===== config.mk =====
export PLATFORM = sky130hd
export DESIGN_NAME = tuple_wr_queue
export DESIGN_NICKNAME = d
export VERILOG_FILES = /design/src/rtl/tuple_wr_queue.sv
export SDC_FILE = /design/constraint.sdc
export NUM_CORES = 1
export LEC_CHECK = 0
export ABC_AREA = 1
export CAP_MARGIN = 10
export CORE_MARGIN = 2
export CORE_UTILIZATION = 49
export DETAILED_ROUTE_END_ITERATION = 10
export GPL_ROUTABILITY_DRIVEN = 0
export PLACE_DENSITY = 0.75
export SLEW_MARGIN = 20
export SYNTH_ARGS = -nofsm -noshare
export SYNTH_HDL_FRONTEND = slang
export SYNTH_SLANG_ARGS = --single-unit

===== constraint.sdc =====
create_clock -name clk -period 1.88 [get_ports clk]
set_input_delay 0.188 -clock clk [delete_from_list [all_inputs] [get_ports clk]]
set_output_delay 0.188 -clock clk [all_outputs]
set_load 0.05 [all_outputs]

===== src/rtl/tuple_wr_queue.sv =====
// In-order write-request queue feeding the tuple array write port.
// Define TUPLE_WR_QUEUE_COALESCE_EN to merge writes to a queued address.
module tuple_wr_queue #(
  parameter int DEPTH = 4,
  parameter int AW    = 3,
  parameter int DW    = 4
) (
  input  logic                   clk,
  input  logic                   reset_n,
  input  logic                   in_valid,
  output logic                   in_ready,
  input  logic [AW-1:0]          in_addr,
  input  logic [DW-1:0]          in_data,
  input  logic                   flush,
  input  logic                   out_en,
  output logic                   we0,
  output logic [AW-1:0]          waddr0,
  output logic [DW-1:0]          din0,
  output logic [$clog2(DEPTH):0] count,
  output logic                   empty,
  output logic                   full
);

  localparam int PW = $clog2(DEPTH);

  logic [AW-1:0] addr_q [DEPTH];
  logic [DW-1:0] data_q [DEPTH];
  logic [PW-1:0] rd_ptr;
  logic [PW-1:0] wr_ptr;
  logic          pop;
  logic          accept;
  logic          push;

  assign empty  = (count == '0);
  assign full   = (count == (PW+1)'(DEPTH));
  assign pop    = ~empty & out_en & ~flush;
  assign accept = in_valid & in_ready;

`ifdef TUPLE_WR_QUEUE_COALESCE_EN
  logic          match;
  logic [PW-1:0] match_idx;
  logic [PW-1:0] off;
  logic [PW-1:0] idx;

  // Scan live entries by age; the head leaving this cycle cannot match.
  always_comb begin
    match     = 1'b0;
    match_idx = '0;
    off       = '0;
    idx       = '0;
    for (int i = 0; i < DEPTH; i++) begin
      off = PW'(i);
      idx = rd_ptr + off;
      if (({1'b0, off} < count) &&
          !(pop && (off == '0)) &&
          (addr_q[idx] == in_addr)) begin
        match     = 1'b1;
        match_idx = idx;
      end
    end
  end

  assign in_ready = (~full | match) & ~flush;
  assign push     = accept & ~match;
`else
  assign in_ready = ~full & ~flush;
  assign push     = accept;
`endif

  always_ff @(posedge clk) begin
    if (!reset_n) begin
      count  <= '0;
      rd_ptr <= '0;
      wr_ptr <= '0;
      we0    <= 1'b0;
      waddr0 <= '0;
      din0   <= '0;
    end else if (flush) begin
      count  <= '0;
      rd_ptr <= '0;
      wr_ptr <= '0;
      we0    <= 1'b0;
    end else begin
      we0 <= pop;
      if (pop) begin
        waddr0 <= addr_q[rd_ptr];
        din0   <= data_q[rd_ptr];
        rd_ptr <= rd_ptr + 1'b1;
      end
      if (push) begin
        wr_ptr <= wr_ptr + 1'b1;
      end
      if (push && !pop) begin
        count <= count + 1'b1;
      end else if (pop && !push) begin
        count <= count - 1'b1;
      end
    end
  end

  always_ff @(posedge clk) begin
    if (push) begin
      addr_q[wr_ptr] <= in_addr;
      data_q[wr_ptr] <= in_data;
    end
`ifdef TUPLE_WR_QUEUE_COALESCE_EN
    else if (accept) begin
      data_q[match_idx] <= in_data;
    end
`endif
  end

endmodule


[Yosys cells after proc, flatten, opt, wreduce, memory -nomap -nowiden]
Memories as Yosys holds them, arrays and structs flattened. A register that Yosys moved wholly into a read port is not among the register bits.
Index checks and enable logic that the tools add are counted.
Word-level totals
  input port bits: 12
  bits in registers: 8
  output and inout bits: 14
  logic and storage cells: 33
  memories kept: 2
  memory bits (writable): 28
Memory list
  data_q: words 4, bits a word 4, rd ports 1, clocked after memory_dff 1, wr ports 1, line 27  | logic [DW-1:0] data_q [DEPTH];
  addr_q: words 4, bits a word 3, rd ports 1, clocked after memory_dff 1, wr ports 1, line 26  | logic [AW-1:0] addr_q [DEPTH];
Cells by class
  $add $sub $neg: 4
  muxes and demuxes: 4
  equal/unequal tests: 1
  bitwise operators: 8
  reductions and logical operators: 10
Operators with widths (number)
  $mux 3: 2
  $add 2x1->2 const B: 2
  $and 1x1->1: 4
  $logic_not 1->1: 4
  $not 1->1: 4
  $add 3x1->3 const B: 1
  $eq 3x3->1 const B: 1
  $logic_not 3->1: 1
  $sub 3x1->3 const B: 1
  $logic_and 1x1->1: 2
  $mux 1: 2
  $reduce_and 2->1: 1
  $reduce_bool 2->1: 1
  $reduce_or 2->1: 1

[Depth between registers and ports, before layout]
  depth in word-level cells: 8
  depth in mapped cells: 13
  gate-level depth less buffers: 13

[Worst setup path after synthesis]
Ideal clock, no wire load.
  path type: register -> register
  from: register count[0]
  to: register count[2]
  cell stages (with the launch flop): 14
  buffers on the path: 0
  data required time: 1.767 ns
  data arrival time: 2.079 ns
  library setup time: 0.113 ns
  clock period less this slack: 2.193 ns
  setup slack: -0.313 ns
  cell sequence: dfxtp_1 nor2_2 nand2_1 nand3_1 inv_1 ha_1 inv_1 fa_1 inv_1 nand2_1 nand3_1 nand2_1 nand2_1 nor2_1
Between the ends
  longest elaborated chain between the ends: 7
  elaborated cells on any way between the ends: 17
  classes of those cells: add/sub (2); eq/ne (1); mux (2); bitwise (6); reduce/logical (6)
Ends and longest elaborated chain
  start, declared: line 19  | output logic [$clog2(DEPTH):0] count,
  start signal, assigned: line 94  | count <= count + 1'b1;
  start signal, assigned: line 96  | count <= count - 1'b1;
  $eq 3x3->1 *: line 35  | assign full = (count == (PW+1)'(DEPTH));
  $not 1->1 *: line 66  | assign in_ready = ~full & ~flush;
  $and 1x1->1 *: line 66
  $and 1x1->1 *: line 37  | assign accept = in_valid & in_ready;
  net accept: line 31  | logic accept;
  $logic_not 1->1: line 95  | end else if (pop && !push) begin
  $logic_and 1x1->1: line 95
  $reduce_bool 2->1 (no source line)
Mark *: on every way through the listed nets, which the timed path passes. The rest lies on a longest branch. The select of a mux whose other input is x is not followed.
A chain may end at the register's enable or synchronous reset.

[Final worst setup path]
  from: register count[1]
  to: register count[2]
Between the ends
  longest elaborated chain between the ends: 7
  elaborated cells on any way between the ends: 17
  classes of those cells: add/sub (2); eq/ne (1); mux (2); bitwise (6); reduce/logical (6)
Ends and longest elaborated chain (line)
  $eq 3x3->1 / $logic_not 3->1 (equally long branches): 35, 34
  $not 1->1 (on tied branches): 66, 36
  $and 1x1->1 (on tied branches): 66, 36
  $and 1x1->1 (on tied branches): 37, 36
  $logic_not 1->1 (on tied branches): 95, 93
  $logic_and 1x1->1 (on tied branches): 95, 93
  $reduce_bool 2->1 (no source line) / $mux 3 (equally long branches)
Parallel ways exist; a longest one is shown, timed or not. The select of a mux whose other input is x is not followed.

==> metrics.md <==
| Metric | Value |
|---|---|
| Status | completed |
| Fmax | 590 MHz |
| Min Clock Period, post-route | 1.70 ns |
| Final Hold Viols | 0 |
| Crit path launch type | flip-flop |
| Area share of the largest cell type after synthesis | a little over two fifths |
| RR Endpoint | count[2] |
| Total track usage | 18.7% |
| CP required | around 2.1 ns |
| Post-DR wirelength/cell | 11.0 um |
| Final Instance Count excl. Fillers | 316 |
| Final nets | 283 |
| CTS Buf Count | 5 |
| Syn Inst Count | approximately 230 |
| DRC violations left | 0 |
| Pin count of the biggest net entering global routing | 17 |
| Yosys warns | 0 |
| Diode count | 0 |
| Ranking of synthesized cells by area | edfxtp_1 (43%), dfxtp_1 (15%), nand2_1 (12%), inv_1 (9.7%), nor2_1 (5.2%) |
| Global route overflow | 0 |
| Initial core utilization | around half |
| Post-route setup slack | 0.185 ns |
| Reg2Reg Depth | 12 |
| Number of flops mapped to enable cells by yosys | 28 |
| Number of port buffers | 25 |
| Min-Delay Endpoint | count[0] |
| Setup CP Type | reg2reg |
| Mapped cell area | 0.00197 mm^2 |
| Unrepaired setup endpoints after global routing | no |
| FF-to-FF setup slack | between 0.15 and 0.2 ns |
| Critical-path cell list | nor2_4 > nand2_4 > nand3_4 > ha_2 > inv_1 > fa_2 > inv_1 > nand2_1 > nand3_1 > nand2_1 > nand2_1 > nor2_1 |
| #FFs+latches synth | 43 |
| Die H | 67.4 um |
| Antenna violations before repair | 0 |
| Setup Viol. Count Final | 0 |
| Count of cell types in the netlist | 18 |
| Synth area leader | edfxtp_1 |
| Initial DRC Count | 67 |
| Crit path DAT | 1.89 ns |
| Critical-path maximum fanout | 6 |
| Die footprint | 0.00454 mm^2 |
| Slowest stage cell, crit path | dfxtp_4 |
| Worst path most repeated cell | nand2_1 |
| Core area | 0.00394 mm^2 |
| Filler cell count | 311 |
| First-pass GRT wire length | 6.06 mm |
| Synth cell count leaders | nand2_1 (65), inv_1 (51), edfxtp_1 (28) |
| Placed wire-length estimate | 2.40 mm |
| Critical Path End Type | flip-flop |
| IO Count | 26 |
| Register area share after synthesis | 58.0% |
| Final Max Tran Viols | 0 |
| Num rows | 23 |
| Slew HR | 66.2% |
| Routed vias/inst | 4.59 |
| Root Buffer | clkbuf_8 |
| Hold Startpoint | count[0] |
| Prevailing post-synth register cell | edfxtp_1 |
| HP Class | reg2reg |
| P_leak | 1.15 nW |
| Hold_buf cts | 0 |
| Mean area per synthesized cell | 8.70 um^2 |
| Top-count cell post-synth | nand2_1 |
| Place WS | -0.127 ns |
| Via count | between 1000 and 1500 |
| Clock Skew | about 0.0066 ns |
| Reg-to-Reg Start | count[1] |
| P per Cell Area | 808 mW/mm^2 |
| Critical path's largest stage delay | 0.37 ns |
| H-tree depth | 2 |
| Max-cap violations | 0 |
| DR pass1 iterations | 4 |
| Syn_nets | between 200 and 250 |
| Fin util | 62.2% |
| Crit share post-route | 90.2% |
| Peak VDD IR | between 0.5 and 0.6 mV |
| Hold path depth | 1 |
| Antenna viol nets, final | 0 |
| Placed cells | 307 |
| Async SR Flop Fraction | 0% |
| Vias in the first global route | approximately 1400 |
| Wirelength, routed | approximately 3.5 mm |
| Clock Tree Buf Depth | 2 |
| Clk_lat worst skew | around 0.30 ns |
| Die W | 67.4 um |
| Clock transition at path regs | 0.07 ns |
| Slew @ Worst Pin | between 0.5 and 0.6 ns |
| TritonCTS clock tree | yes |
| Worst Path Buf+Inv | 2 |
| CP Launch Point | count[1] |
| Top delay family on crit path | simple AND/OR/NAND/NOR gates |
| Share of layout cells above drive strength 1 | 12.4% |
| CTS Sinks | 43 |
| Area grow syn2layout | 24.7% |
## state kept, by name (all words and copies together) (netlist names)
| register | count |
|---|---|
| addr_q | 12 |
| count | 3 |
| waddr0 | 3 |
| wr_ptr | 2 |
| we0 | 1 |
| rd_ptr | 2 |
| din0 | 4 |
| data_q | 16 |
## worst reg2reg max path, stage by stage (launching register included)
cell     delay, ns
dfxtp_4       0.37
nor2_4        0.14
nand2_4       0.09
nand3_4       0.07
ha_2          0.17
inv_1         0.06
fa_2          0.34
inv_1         0.06
nand2_1       0.04
nand3_1       0.09
nand2_1       0.06
nand2_1       0.06
nor2_1        0.04
## through the flow
step	TNS, ns	total power [mW]	hold slack, ns	area (um^2)
floorplan	-0.0883	1.21	0.287	1970
global placement	-0.0515	1.30	0.482	2320
detailed placement	-0.145	1.30	0.491	2320
CTS	0	1.99	0.502	2430
global route	0	2.06	0.485	2450
finish	0	1.98	0.475	2450
## per-layer routing
layer / global-route usage (%) / wire (um) / vias up
met5: 0 / 0 / -
met3: 4.50 / 139 / 8
met4: 10.7 / 86 / 0
li1: - / - / 762
met1: 23.1 / 1550 / 651
met2: 30.1 / 1710 / 29
## worst max path at each step
stage	end	cells after the start	slack, ns
2_1_floorplan	count[2]	13	-0.09
3_3_place_gp	count[2]	13	-0.05
3_5_place_dp	count[2]	13	-0.13
4_1_cts	count[2]	13	0.10
5_1_grt	count[2]	12	0.03
6_report	count[2]	12	0.18
## report_power, final
part	switching [mW]	internal (mW)	total, mW
clock network	0.309	0.389	0.697
registers	0.0126	1.03	1.04
logic	0.152	0.0931	0.245
## layout make-up
type	instances	area, um^2	share of cell area (%)
clock buffers	5	68.8	2.80
clock inverters	3	38.8	1.58
inverters	52	195	7.96
multi-input cells	125	598	24.4
flip-flops and latches	43	1150	46.9
well taps	50	62.6	2.55
repair buffers	38	340	13.9
## kinds of logic (layout without fill, tap and decap cells)
| family | after synthesis | in the layout | synth area share [%] |
|---|---|---|---|
| buffers and inverters | 58 | 98 | 12.2 |
| AOI/OAI and AO/OA | 4 | 4 | 1.02 |
| and+or+nand+nor | 115 | 115 | 24.6 |
| adders and majority gates | 6 | 6 | 4.20 |
| DFF | 43 | 43 | 58.0 |
## timing repair
item                       CTS  global route
resized for setup            0             6
setup endpoints to repair    0             1
buffers inserted             0             1
## layout by cell type (no fill, tap or decap)
cell,netlist,final
buf_4,1,16
dfxtp_2,0,1
fa_2,0,1
inv_2,1,1
clkbuf_8,0,5
bufinv_16,0,1
clkinv_1,0,1
dfxtp_4,0,2
nand4_1,2,2
nand2_4,1,1
nand2_2,0,1
a21oi_1,3,3
clkinv_2,0,1
ha_2,0,1
nor2_4,0,1
o21ai_0,1,1
ha_1,5,4
nand2_1,65,64
clkdlybuf4s50_1,0,22
edfxtp_1,28,28
inv_1,51,51
nand3_4,1,1
dfxtp_1,15,12
nor2_1,27,27
nand3_1,18,18
(Power assumes the default switching activity.)
